`src/rtl/rcc_cfg_sequencer.sv`:
```
// rcc_cfg_sequencer: drains APB, gates PCLKG and reloads the RCC clock dividers on request.
module rcc_cfg_sequencer #(
    parameter int SCALE1        = 8,
    parameter int SCALE2        = 8,
    parameter int SCALE3        = 8,
    parameter int DEF_DIV       = 2,
    parameter int SETTLE_CYCLES = 16,
    parameter int RST_CYCLES    = 4,
    parameter int DRAIN_TIMEOUT = 255
) (
    input  logic              HCLK,
    input  logic              HRESETn,
    input  logic              CFG_REQ,
    input  logic [SCALE1-1:0] CFG_PCLK_DIV,
    input  logic [SCALE2-1:0] CFG_TIM_DIV,
    input  logic [SCALE3-1:0] CFG_WDOG_DIV,
    input  logic              CFG_RST_PERIPH,
    input  logic              APB_REQ,
    input  logic              APB_BUSY,
    output logic              APB_ACTIVE,
    output logic              APB_HOLD,
    output logic [SCALE1-1:0] PCLK_PCLKG_DIV,
    output logic [SCALE2-1:0] TIMCLK_DIV,
    output logic [SCALE3-1:0] WDOGCLK_DIV,
    output logic              PERIPH_RESETn,
    output logic              CFG_ACK,
    output logic              CFG_ERR,
    output logic              BUSY
);
    localparam int CM1  = SETTLE_CYCLES > RST_CYCLES ? SETTLE_CYCLES : RST_CYCLES;
    localparam int CMAX = CM1 > DRAIN_TIMEOUT ? CM1 : DRAIN_TIMEOUT;
    localparam int CW   = $clog2(CMAX + 1);

    localparam logic [2:0] S_IDLE   = 3'd0;
    localparam logic [2:0] S_DRAIN  = 3'd1;
    localparam logic [2:0] S_GATE   = 3'd2;
    localparam logic [2:0] S_LOAD   = 3'd3;
    localparam logic [2:0] S_SETTLE = 3'd4;
    localparam logic [2:0] S_RSTP   = 3'd5;
    localparam logic [2:0] S_DONE   = 3'd6;

    logic [2:0]        r_state;
    logic [2:0]        w_next;
    logic [CW-1:0]     r_cnt;
    logic [SCALE1-1:0] r_pclk_cap;
    logic [SCALE2-1:0] r_tim_cap;
    logic [SCALE3-1:0] r_wdog_cap;
    logic              r_rst_cap;
    logic              w_zero;

    assign w_zero = (CFG_PCLK_DIV == '0) | (CFG_TIM_DIV == '0) | (CFG_WDOG_DIV == '0);

    always_comb begin
        w_next = r_state;
        case (r_state)
            S_IDLE:   w_next = CFG_REQ ? (w_zero ? S_DONE : S_DRAIN) : S_IDLE;
            S_DRAIN:  w_next = !APB_BUSY ? S_GATE : (r_cnt == CW'(DRAIN_TIMEOUT - 1) ? S_DONE : S_DRAIN);
            S_GATE:   w_next = S_LOAD;
            S_LOAD:   w_next = S_SETTLE;
            S_SETTLE: w_next = r_cnt == CW'(SETTLE_CYCLES - 1) ? (r_rst_cap ? S_RSTP : S_DONE) : S_SETTLE;
            S_RSTP:   w_next = r_cnt == CW'(RST_CYCLES - 1) ? S_DONE : S_RSTP;
            default:  w_next = S_IDLE;
        endcase
    end

    // Outputs are registered from the next state so each one lines up with the state it belongs to.
    always_ff @(posedge HCLK) begin
        if (!HRESETn) begin
            r_state        <= S_IDLE;
            r_cnt          <= '0;
            r_pclk_cap     <= '0;
            r_tim_cap      <= '0;
            r_wdog_cap     <= '0;
            r_rst_cap      <= 1'b0;
            PCLK_PCLKG_DIV <= SCALE1'(DEF_DIV);
            TIMCLK_DIV     <= SCALE2'(DEF_DIV);
            WDOGCLK_DIV    <= SCALE3'(DEF_DIV);
            APB_ACTIVE     <= 1'b0;
            APB_HOLD       <= 1'b0;
            PERIPH_RESETn  <= 1'b1;
            CFG_ACK        <= 1'b0;
            CFG_ERR        <= 1'b0;
            BUSY           <= 1'b0;
        end else begin
            r_state <= w_next;
            r_cnt   <= (w_next != r_state) ? '0 : (r_cnt == CW'(CMAX) ? r_cnt : r_cnt + 1'b1);
            if (r_state == S_IDLE && CFG_REQ) begin
                r_pclk_cap <= CFG_PCLK_DIV;
                r_tim_cap  <= CFG_TIM_DIV;
                r_wdog_cap <= CFG_WDOG_DIV;
                r_rst_cap  <= CFG_RST_PERIPH;
            end
            if (w_next == S_LOAD) begin
                PCLK_PCLKG_DIV <= r_pclk_cap;
                TIMCLK_DIV     <= r_tim_cap;
                WDOGCLK_DIV    <= r_wdog_cap;
            end
            APB_ACTIVE    <= (w_next == S_DRAIN) | (r_state == S_IDLE && w_next == S_IDLE && APB_REQ);
            APB_HOLD      <= (w_next != S_IDLE) && (w_next != S_DONE);
            PERIPH_RESETn <= w_next != S_RSTP;
            CFG_ACK       <= w_next == S_DONE;
            // DONE is reached from IDLE only on a zero ratio and from DRAIN only on timeout.
            CFG_ERR       <= (w_next == S_DONE) && (r_state == S_IDLE || r_state == S_DRAIN);
            BUSY          <= w_next != S_IDLE;
        end
    end
endmodule

```
`config.mk`:
```
export PLATFORM = sky130hd
export DESIGN_NAME = rcc_cfg_sequencer
export DESIGN_NICKNAME = d
export VERILOG_FILES = /design/src/rtl/rcc_cfg_sequencer.sv
export SDC_FILE = /design/constraint.sdc
export NUM_CORES = 1
export LEC_CHECK = 0
export BUFFER_PORTS_ARGS = -buffer_cell sky130_fd_sc_hd__buf_2
export CORE_ASPECT_RATIO = 0.8
export CORE_MARGIN = 3
export CORE_UTILIZATION = 40
export DETAILED_ROUTE_END_ITERATION = 10
export HOLD_SLACK_MARGIN = 0.15
export PLACE_DENSITY = 0.62
export SYNTH_ARGS = -nofsm -noshare
export SYNTH_HDL_FRONTEND = slang
export SYNTH_SLANG_ARGS = --single-unit
```
`constraint.sdc`:
```
create_clock -name HCLK -period 3 [get_ports HCLK]
set_clock_uncertainty 0.05 [all_clocks]
set_input_delay 0.3 -clock HCLK [delete_from_list [all_inputs] [get_ports HCLK]]
set_output_delay 0.3 -clock HCLK [all_outputs]
set_load 0.005 [all_outputs]
```
# == Word level (Yosys, flattened, before mapping) ==
# Cells that the tools add are included.
# word_totals
register_bits,66
output_inout_bits,30
elab_cells,56
# op_classes
addsub,1
eq_ne,15
mux,8
bitwise_logic,4
reduce_logical,13
# ops
cell,count
zero test 8 bit,3
case mux 3 bit (6 select lines),1
== test 8 bit (second input constant),2
two-way mux 3 bit,4
== test 3 x 2 -> 1 bit (second input constant),3
== test 3 bit (second input constant),3
adder 8 x 1 -> 8 bit (second input constant),1
== test 8 x 2 -> 1 bit (second input constant),1
== test 8 x 4 -> 1 bit (second input constant),1
== test 3 x 1 -> 1 bit (second input constant),2
zero test 3 bit,2
two-way mux 2 bit,3
!= test 3 bit (second input constant),2
logical AND 1 bit,5
!= test 3 bit,1
bitwise OR 1 bit,3
nonzero test 3 bit,1
OR reduction 2 bit,1
logical OR 1 bit,1
inverter 1 bit,1

# == Depth between registers and ports, before layout ==
# Gate-level depths: netlist (run 1).
# logic_depth
ltp_word,10
ltp_mapped,8

# == Worst setup path before layout (run 1) ==
# OpenSTA, ideal clock, no wires.
# synth_timing
kind,register to register
from,reg r_cnt[0]
to,reg APB_HOLD
setup_ns,0.115
arrival_time_ns,1.759
required_ns,2.835
slack_ns,1.076
stages_incl_launch_ff,8
period_less_slack_ns,1.924
cell_sequence,dfxtp_1 -> inv_1 -> ha_1 -> nand3_4 -> a311oi_2 -> a311oi_4 -> mux2_4 -> o21a_1
# synth_between
elab_chain_cells,6
# synth_rtl
element,line_no,text
from (decl),44,logic [CW-1:0] r_cnt;
from (signal assigned),86,r_cnt <= (w_next != r_state) ? '0 : (r_cnt == CW'(CMAX) ? r_cnt : r_cnt + 1'b1);
== test 8 bit,57,S_DRAIN: w_next = !APB_BUSY ? S_GATE : (r_cnt == CW'(DRAIN_TIMEOUT - 1) ? S_DONE : S_DRAIN);
two-way mux 3 bit (2 in a row),57,
case mux 3 bit (6 select lines) *,55,case (r_state)
!= test 3 bit or nonzero test 3 bit (tied branches),99,APB_HOLD <= (w_next != S_IDLE) && (w_next != S_DONE);
logical AND 1 bit *,99,
to (signal assigned),99,
to (decl),21,"output logic APB_HOLD,"
# Every way passes the cells marked *; elsewhere a longest branch is shown, timed or not.
# A chain may end at the register's enable or synchronous reset.

# == Worst setup path in the final report (run 1) ==
# layout_timing
from,reg r_state[1]
to,reg APB_HOLD
# layout_between
elab_chain_cells,4
# layout_rtl
element,line_no,text
from (decl),42,logic [2:0] r_state;
from (signal assigned),85,r_state <= w_next;
== test 3 bit (tied with other cells),55,
case mux 3 bit (6 select lines) *,55,
!= test 3 bit or nonzero test 3 bit (tied branches),99,
logical AND 1 bit *,99,
# Marked as above.

==> results.json, run 1 <==
{
  "cts_htree_levels": 3,
  "portBuffers": 59,
  "path_clk_slew_ps": 70,
  "netlist_instances": 337,
  "grt_pass1_wl_um": 10940,
  "slew_headroom_pct": 38.31,
  "cts_tree": "built",
  "clock.fmax_ghz": 0.4570,
  "layout_commonest_cell": "nand2_1",
  "cp_top_family": "compound AO/OA/AOI/OAI gates",
  "overflow": 0,
  "slowest_stage": "dfxtp_1",
  "numCtsBuffers": 9,
  "die_y_um": 82.02,
  "postCtsResizedCells": 0,
  "detail_route.iter0.violations": 78,
  "clock_latency_ps": 340,
  "antenna_found_initial": 0,
  "finalMaxSlewViolations": 0,
  "syn_area_um2": 2889,
  "io_pins": 60,
  "fin_nets": 423,
  "grtUsageTotal_pct": 16.98,
  "post_cts_buffers": 0,
  "drive_above_1_share_pct": 23.74,
  "async_reset_ff_share_pct": 0,
  "drt-vias-per-instance": 5.000,
  "fin_tns_setup_ps": 0,
  "finalSetupViolations": 0,
  "gp_congestion": 0.8450,
  "antenna_left": 0,
  "grt_max_degree": 30,
  "post-route-period-util_pct": 72.93,
  "internal_power_uw": 1569,
  "ys.flop_type": "dfxtp_1",
  "yosysUniqueCellTypes": 50,
  "tightest_slew_ps": 923.1,
  "cp-end-kind": "flop",
  "wl_per_cell_um": 13.54,
  "startpoint_type": "flop",
  "rsz0062_at_grt": "no",
  "max_stage_delay_ps": 630,
  "seqPwrFrac_pct": 45.9,
  "cellPowerDensity_nw_per_um2": 633.0,
  "min_period_ps": 2188,
  "status": "complete, no violations",
  "path_class": "flop to flop",
  "grt_pass1_vias": 2265,
  "area_delta_synth_final_pct": 18.36,
  "core_um2": 6959,
  "cts_root_buf": "clkbuf_8",
  "dpl_worst_slack_ps": 841.9,
  "crit_buf_inv": 0,
  "dp_hpwl_um": 4610,
  "crit_fanout": 13,
  "layout_common_cells": "nand2_1, dfxtp_1, buf_2",
  "irDropWorstVdd_mv": 0.3023,
  "switching_share_pct": 27.51,
  "postSynthAreaPerCell_um2": 8.573,
  "worstPathArrival_ps": 2370,
  "synthesis.nets": 369,
  "wirelength_um": 6539,
  "drv_cap": 0,
  "synth_enable_flop_cells": 0,
  "rows": 27,
  "die_w_um": 101.0,
  "dieArea_um2": 8285,
  "ys_ff_latch": 66,
  "cts_sinks": 66,
  "hold_buffers": 0,
  "drt_pre_antenna_iters": 4,
  "power_switching_uw": 595.4,
  "yosys_warnings": 0,
  "p_comb_share_pct": 17.4,
  "path_cells": "nand2b_1 > and2_1 > a311oi_2 > a311oi_4 > mux2_4 > o21a_1",
  "fin_ws_ps": 812.0,
  "n_fill_cell": 716,
  "hold_violations": 0,
  "cellLeakagePower_uw": 0.001370,
  "clk_path_buf_depth": 2,
  "yosysSeqAreaShare_pct": 45.73,
  "start_util_pct": 41.51,
  "vias": 2415,
  "critical_path_required_ps": 3180,
  "drc": 0,
  "hp-class": "primary input to flop",
  "antenna_cells": 0,
  "p_clk_share_pct": 36.7
}
cell usage after synthesis (2+ instances only):
| cell | instances | area [µm²] |
|---|---|---|
| a21boi_0 | 46 | 345.3 |
| a21o_1 | 2 | 15.01 |
| a21oi_1 | 3 | 15.01 |
| a311oi_2 | 2 | 30.03 |
| a31oi_1 | 5 | 31.28 |
| and2_1 | 5 | 31.28 |
| and3_1 | 2 | 12.51 |
| buf_4 | 2 | 15.01 |
| buf_6 | 2 | 22.52 |
| clkbuf_1 | 13 | 48.80 |
| dfxtp_1 | 66 | 1321 |
| ha_1 | 2 | 25.02 |
| inv_1 | 7 | 26.28 |
| nand2_1 | 104 | 390.4 |
| nand2_2 | 2 | 12.51 |
| nand2b_1 | 3 | 18.77 |
| nand3_1 | 6 | 30.03 |
| nand4_1 | 2 | 12.51 |
| nor2_1 | 17 | 63.81 |
| nor2b_1 | 2 | 12.51 |
| nor3_1 | 4 | 20.02 |
| nor3_2 | 2 | 20.02 |
| nor4_1 | 7 | 43.79 |
| o21a_1 | 2 | 15.01 |
| xnor2_1 | 4 | 35.03 |
power groups by stage:
| stage | sequential, µW | combinational, µW | clock, µW |
|---|---|---|---|
| final | 994 | 376 | 794 |
| after global routing | 1000 | 428 | 851 |
| after CTS | 994 | 379 | 817 |
| after detailed placement | 1010 | 378 | 0 |
| after global placement | 1010 | 374 | 0 |
| after floorplan | 994 | 289 | 0 |
state kept, by name, summed over array words and instances, names as in the netlist, 3 cells and up:
name / flops
WDOGCLK_DIV: 8
TIMCLK_DIV: 8
r_cnt: 8
PCLK_PCLKG_DIV: 8
r_pclk_cap: 8
r_tim_cap: 8
r_state: 3
r_wdog_cap: 8
worst reg2reg max path, stage by stage (launching register included):
cell	delay [ps]
dfxtp_1	630
nand2b_1	200
and2_1	140
a311oi_2	60
a311oi_4	500
mux2_4	340
o21a_1	160
through the flow:
stage               hold slack (ps)  power [µW]  cells  utilization (%)  cell area (µm²)
floorplan                     360.7        1283    337                -             2889
global placement              399.5        1384    467            46.12             3209
detailed placement            404.2        1392    467            46.12             3209
CTS                           159.0        2190    483            49.14             3420
global route                  156.4        2283    483            49.14             3420
finish                        166.2        2165    483            49.14             3420
metal layers:
metal  wire, µm  GRT usage [%]
met2       2898          25.82
met5          0              0
met4        109          5.976
met1       3157          22.29
met3        374          6.112
final timing paths:
| path | endpoint | start | slack, ps | depth (start not counted) |
|---|---|---|---|---|
| setup / recovery | APB_HOLD | r_state[1] | 810 | 6 |
| hold / removal | r_wdog_cap[0] | CFG_WDOG_DIV[0] | 170 | 3 |
| setup reg to reg | APB_HOLD | r_state[1] | 810 | 6 |
| hold reg to reg | WDOGCLK_DIV[2] | WDOGCLK_DIV[2] | 410 | 2 |
cells by family after synthesis:
| logic type | Yosys count | synth area share (%) |
|---|---|---|
| mux | 1 | 0.5196 |
| flops | 66 | 45.73 |
| compound gates | 70 | 19.66 |
| buf+inv | 27 | 4.850 |
| simple gates | 166 | 26.85 |
| xor+xnor | 5 | 1.516 |
| fa+ha+maj | 2 | 0.8660 |
final cells by class:
| class | count | area [µm²] | area share [%] |
|---|---|---|---|
| repair buffers | 63 | 325.3 | 9.513 |
| inverters | 7 | 26.28 | 0.7684 |
| clock buffers | 11 | 131.4 | 3.842 |
| multi-input cells | 244 | 1428 | 41.75 |
| flip-flops and latches | 66 | 1321 | 38.64 |
| clock inverters | 5 | 78.83 | 2.305 |
| well taps | 87 | 108.9 | 3.183 |
Note: power is estimated with default switching activity, not from simulation.
==> inputs of run 2 (changes only) <==
--- a/config.mk
+++ b/config.mk
@@ -11,7 +11,7 @@
 export CORE_UTILIZATION = 40
 export DETAILED_ROUTE_END_ITERATION = 10
 export HOLD_SLACK_MARGIN = 0.15
-export PLACE_DENSITY = 0.62
+export PLACE_DENSITY = 0.65
 export SYNTH_ARGS = -nofsm -noshare
 export SYNTH_HDL_FRONTEND = slang
 export SYNTH_SLANG_ARGS = --single-unit
==> constraint.sdc (replaced) <==
create_clock -name HCLK -period 2 [get_ports HCLK]
set_clock_uncertainty 0.05 [all_clocks]
set_input_delay 0.2 -clock HCLK [delete_from_list [all_inputs] [get_ports HCLK]]
set_output_delay 0.2 -clock HCLK [all_outputs]
set_load 0.005 [all_outputs]
==> run 2 against run 1 <==
- design area rose by 11%
- combinational power rose by 89%
- global-route usage rose by 1.3 points
- worst setup slack got worse by 780 ps
- register-to-register slack got worse by 780 ps
- sequential share of layout area fell by 3.6 points
- first-iteration DRC count rose by 37%
- critical endpoint is now PERIPH_RESETn
- critical path type unchanged
==> results.json, run 2 (synthesis gave the netlist of run 1 again) <==
{
  "antenna_found_initial": 0,
  "start_util_pct": 41.51,
  "cts_sinks": 66,
  "hold_path_depth": 3,
  "antenna_left": 0,
  "io_pins": 60,
  "grt_max_degree": 34,
  "die_w_um": 101.0,
  "layout_commonest_cell": "nand2_1",
  "startpoint_type": "flop",
  "worstHoldEndpoint": "APB_ACTIVE",
  "clock.fmax_ghz": 0.5092,
  "critical_path_required_ps": 2170,
  "min_from": "APB_REQ",
  "finalPower_uw": 3141,
  "rows": 27,
  "wirelength_um": 7198,
  "cellLeakagePower_uw": 0.001556,
  "fin_ws_ps": 36.22,
  "status": "complete, no violations",
  "rr_startpoint": "r_cnt[0]",
  "numCtsBuffers": 9,
  "core_um2": 6959,
  "cellPowerDensity_nw_per_um2": 825.7,
  "drt_pre_antenna_iters": 5,
  "clk_path_buf_depth": 2,
  "fin_nets": 465,
  "path_clk_slew_ps": 70,
  "grtUsageTotal_pct": 18.27,
  "wl_per_cell_um": 13.71,
  "grt_pass1_wl_um": 11900,
  "n_fill_cell": 658,
  "detail_route.iter0.violations": 107,
  "gp_congestion": 0.8985,
  "antenna_cells": 0,
  "seqPwrFrac_pct": 47.5,
  "seq_area_um2": 1333,
  "portBuffers": 59,
  "cts_tree": "built",
  "overflow": 0,
  "cts_root_buf": "clkbuf_8",
  "hp-class": "primary input to flop",
  "layout_common_cells": "nand2_1, dfxtp_1, buf_2",
  "drv_cap": 0,
  "finalSetupViolations": 0,
  "switching_share_pct": 29.93,
  "post-route-period-util_pct": 98.19,
  "slew_headroom_pct": 70.54,
  "area_delta_synth_final_pct": 31.66,
  "drive_above_1_share_pct": 27.17,
  "tightest_slew_ps": 441.9,
  "irDropWorstVdd_mv": 0.3976,
  "multi_input_area_um2": 1459,
  "rr_worst_depth": 8,
  "vias": 2621,
  "finalMaxSlewViolations": 0,
  "drc": 0,
  "dpl_worst_slack_ps": -123.1,
  "reg2reg_setup_slack_ps": 40,
  "die_y_um": 82.02,
  "min_period_ps": 1964,
  "rsz0062_at_grt": "yes",
  "clock_latency_ps": 340,
  "cts_htree_levels": 3,
  "p_comb_share_pct": 22.6,
  "grt_pass1_vias": 2525,
  "p_clk_share_pct": 29.9,
  "rr_endpoint": "PERIPH_RESETn",
  "dp_hpwl_um": 4798,
  "drt-vias-per-instance": 4.992,
  "hold_violations": 0,
  "dieArea_um2": 8285,
  "postLayoutCoreUtil_pct": 54.66,
  "power_switching_uw": 940.0,
  "worstPathArrival_ps": 2130,
  "internal_power_uw": 2201,
  "cp-end-kind": "flop",
  "crit_fanout": 3,
  "path_class": "flop to flop"
}
[run 2: cell count changes in the layout (fill, tap and decap cells not counted), moves of 2 or more]
cell | previous run | this run
bufinv_16 | 2 | 0
dfxtp_1 | 66 | 61
dfxtp_4 | 0 | 2
dlygate4sd3_1 | 0 | 25
dfxtp_2 | 0 | 3
buf_4 | 4 | 20
clkinv_2 | 2 | 5
[run 2: layout make-up]
class	count	share of cell area (%)
clock buffers	10	3.355
repair buffers	105	18.82
well taps	87	2.862
flip-flops and latches	66	35.03
inverters	7	0.6908
clock inverters	6	0.8882
multi-input cells	244	38.36
[run 2: what timing repair did]
item | in CTS | in global routing
hold endpoints to repair | 25 | 0
pin swaps | 2 | 4
gates resized for setup | 6 | 6
endpoints found under the setup margin | 7 | 8
setup buffers | 0 | 1
hold buffers | 25 | 0
[run 2: worst max-delay path by stage]
stage	from	end	slack, ps	cells past startpoint
5_1_grt	r_cnt[0]	PERIPH_RESETn	-30	8
2_1_floorplan	r_cnt[0]	APB_HOLD	80	7
3_3_place_gp	CFG_TIM_DIV[0]	r_cnt[7]	-70	9
3_5_place_dp	CFG_TIM_DIV[0]	r_cnt[5]	-120	9
4_1_cts	r_cnt[1]	r_cnt[0]	3	7
6_report	r_cnt[0]	PERIPH_RESETn	40	8
[run 2: routing by layer]
metal  routed length, µm  track usage [%]  share of wire, %
met4                 114            5.976               1.6
met1                3344            22.51                46
met3                 400            6.112               5.6
met5                   0                0                 0
met2                3339            30.22                46
[run 2: worst max-delay path: stages (launching register included)]
cell and delay (ps):
dfxtp_1 360, inv_1 80, ha_2 210, nand3_4 80, a311oi_4 110, a311oi_4 360, buf_12 150, o21ai_1 50
or3b_1 380
[run 2: power groups by stage]
stage | Combinational (µW) | Clock [µW] | Sequential (µW)
finish | 710 | 938 | 1490
global route | 785 | 1020 | 1500
CTS | 685 | 968 | 1480
detailed placement | 635 | 0 | 1510
global placement | 632 | 0 | 1510
floorplan | 434 | 0 | 1490
[run 2: through the flow]
| stage | area [µm²] | TNS [ps] | hold WS (ps) | std cells |
|---|---|---|---|---|
| global route | 3804 | -69.63 | 226.7 | 525 |
| floorplan | 2889 | 0 | 260.7 | 337 |
| CTS | 3765 | 0 | 204.6 | 524 |
| global placement | 3329 | -533.8 | 396.3 | 483 |
| finish | 3804 | 0 | 207.9 | 525 |
| detailed placement | 3329 | -893.0 | 405.7 | 483 |
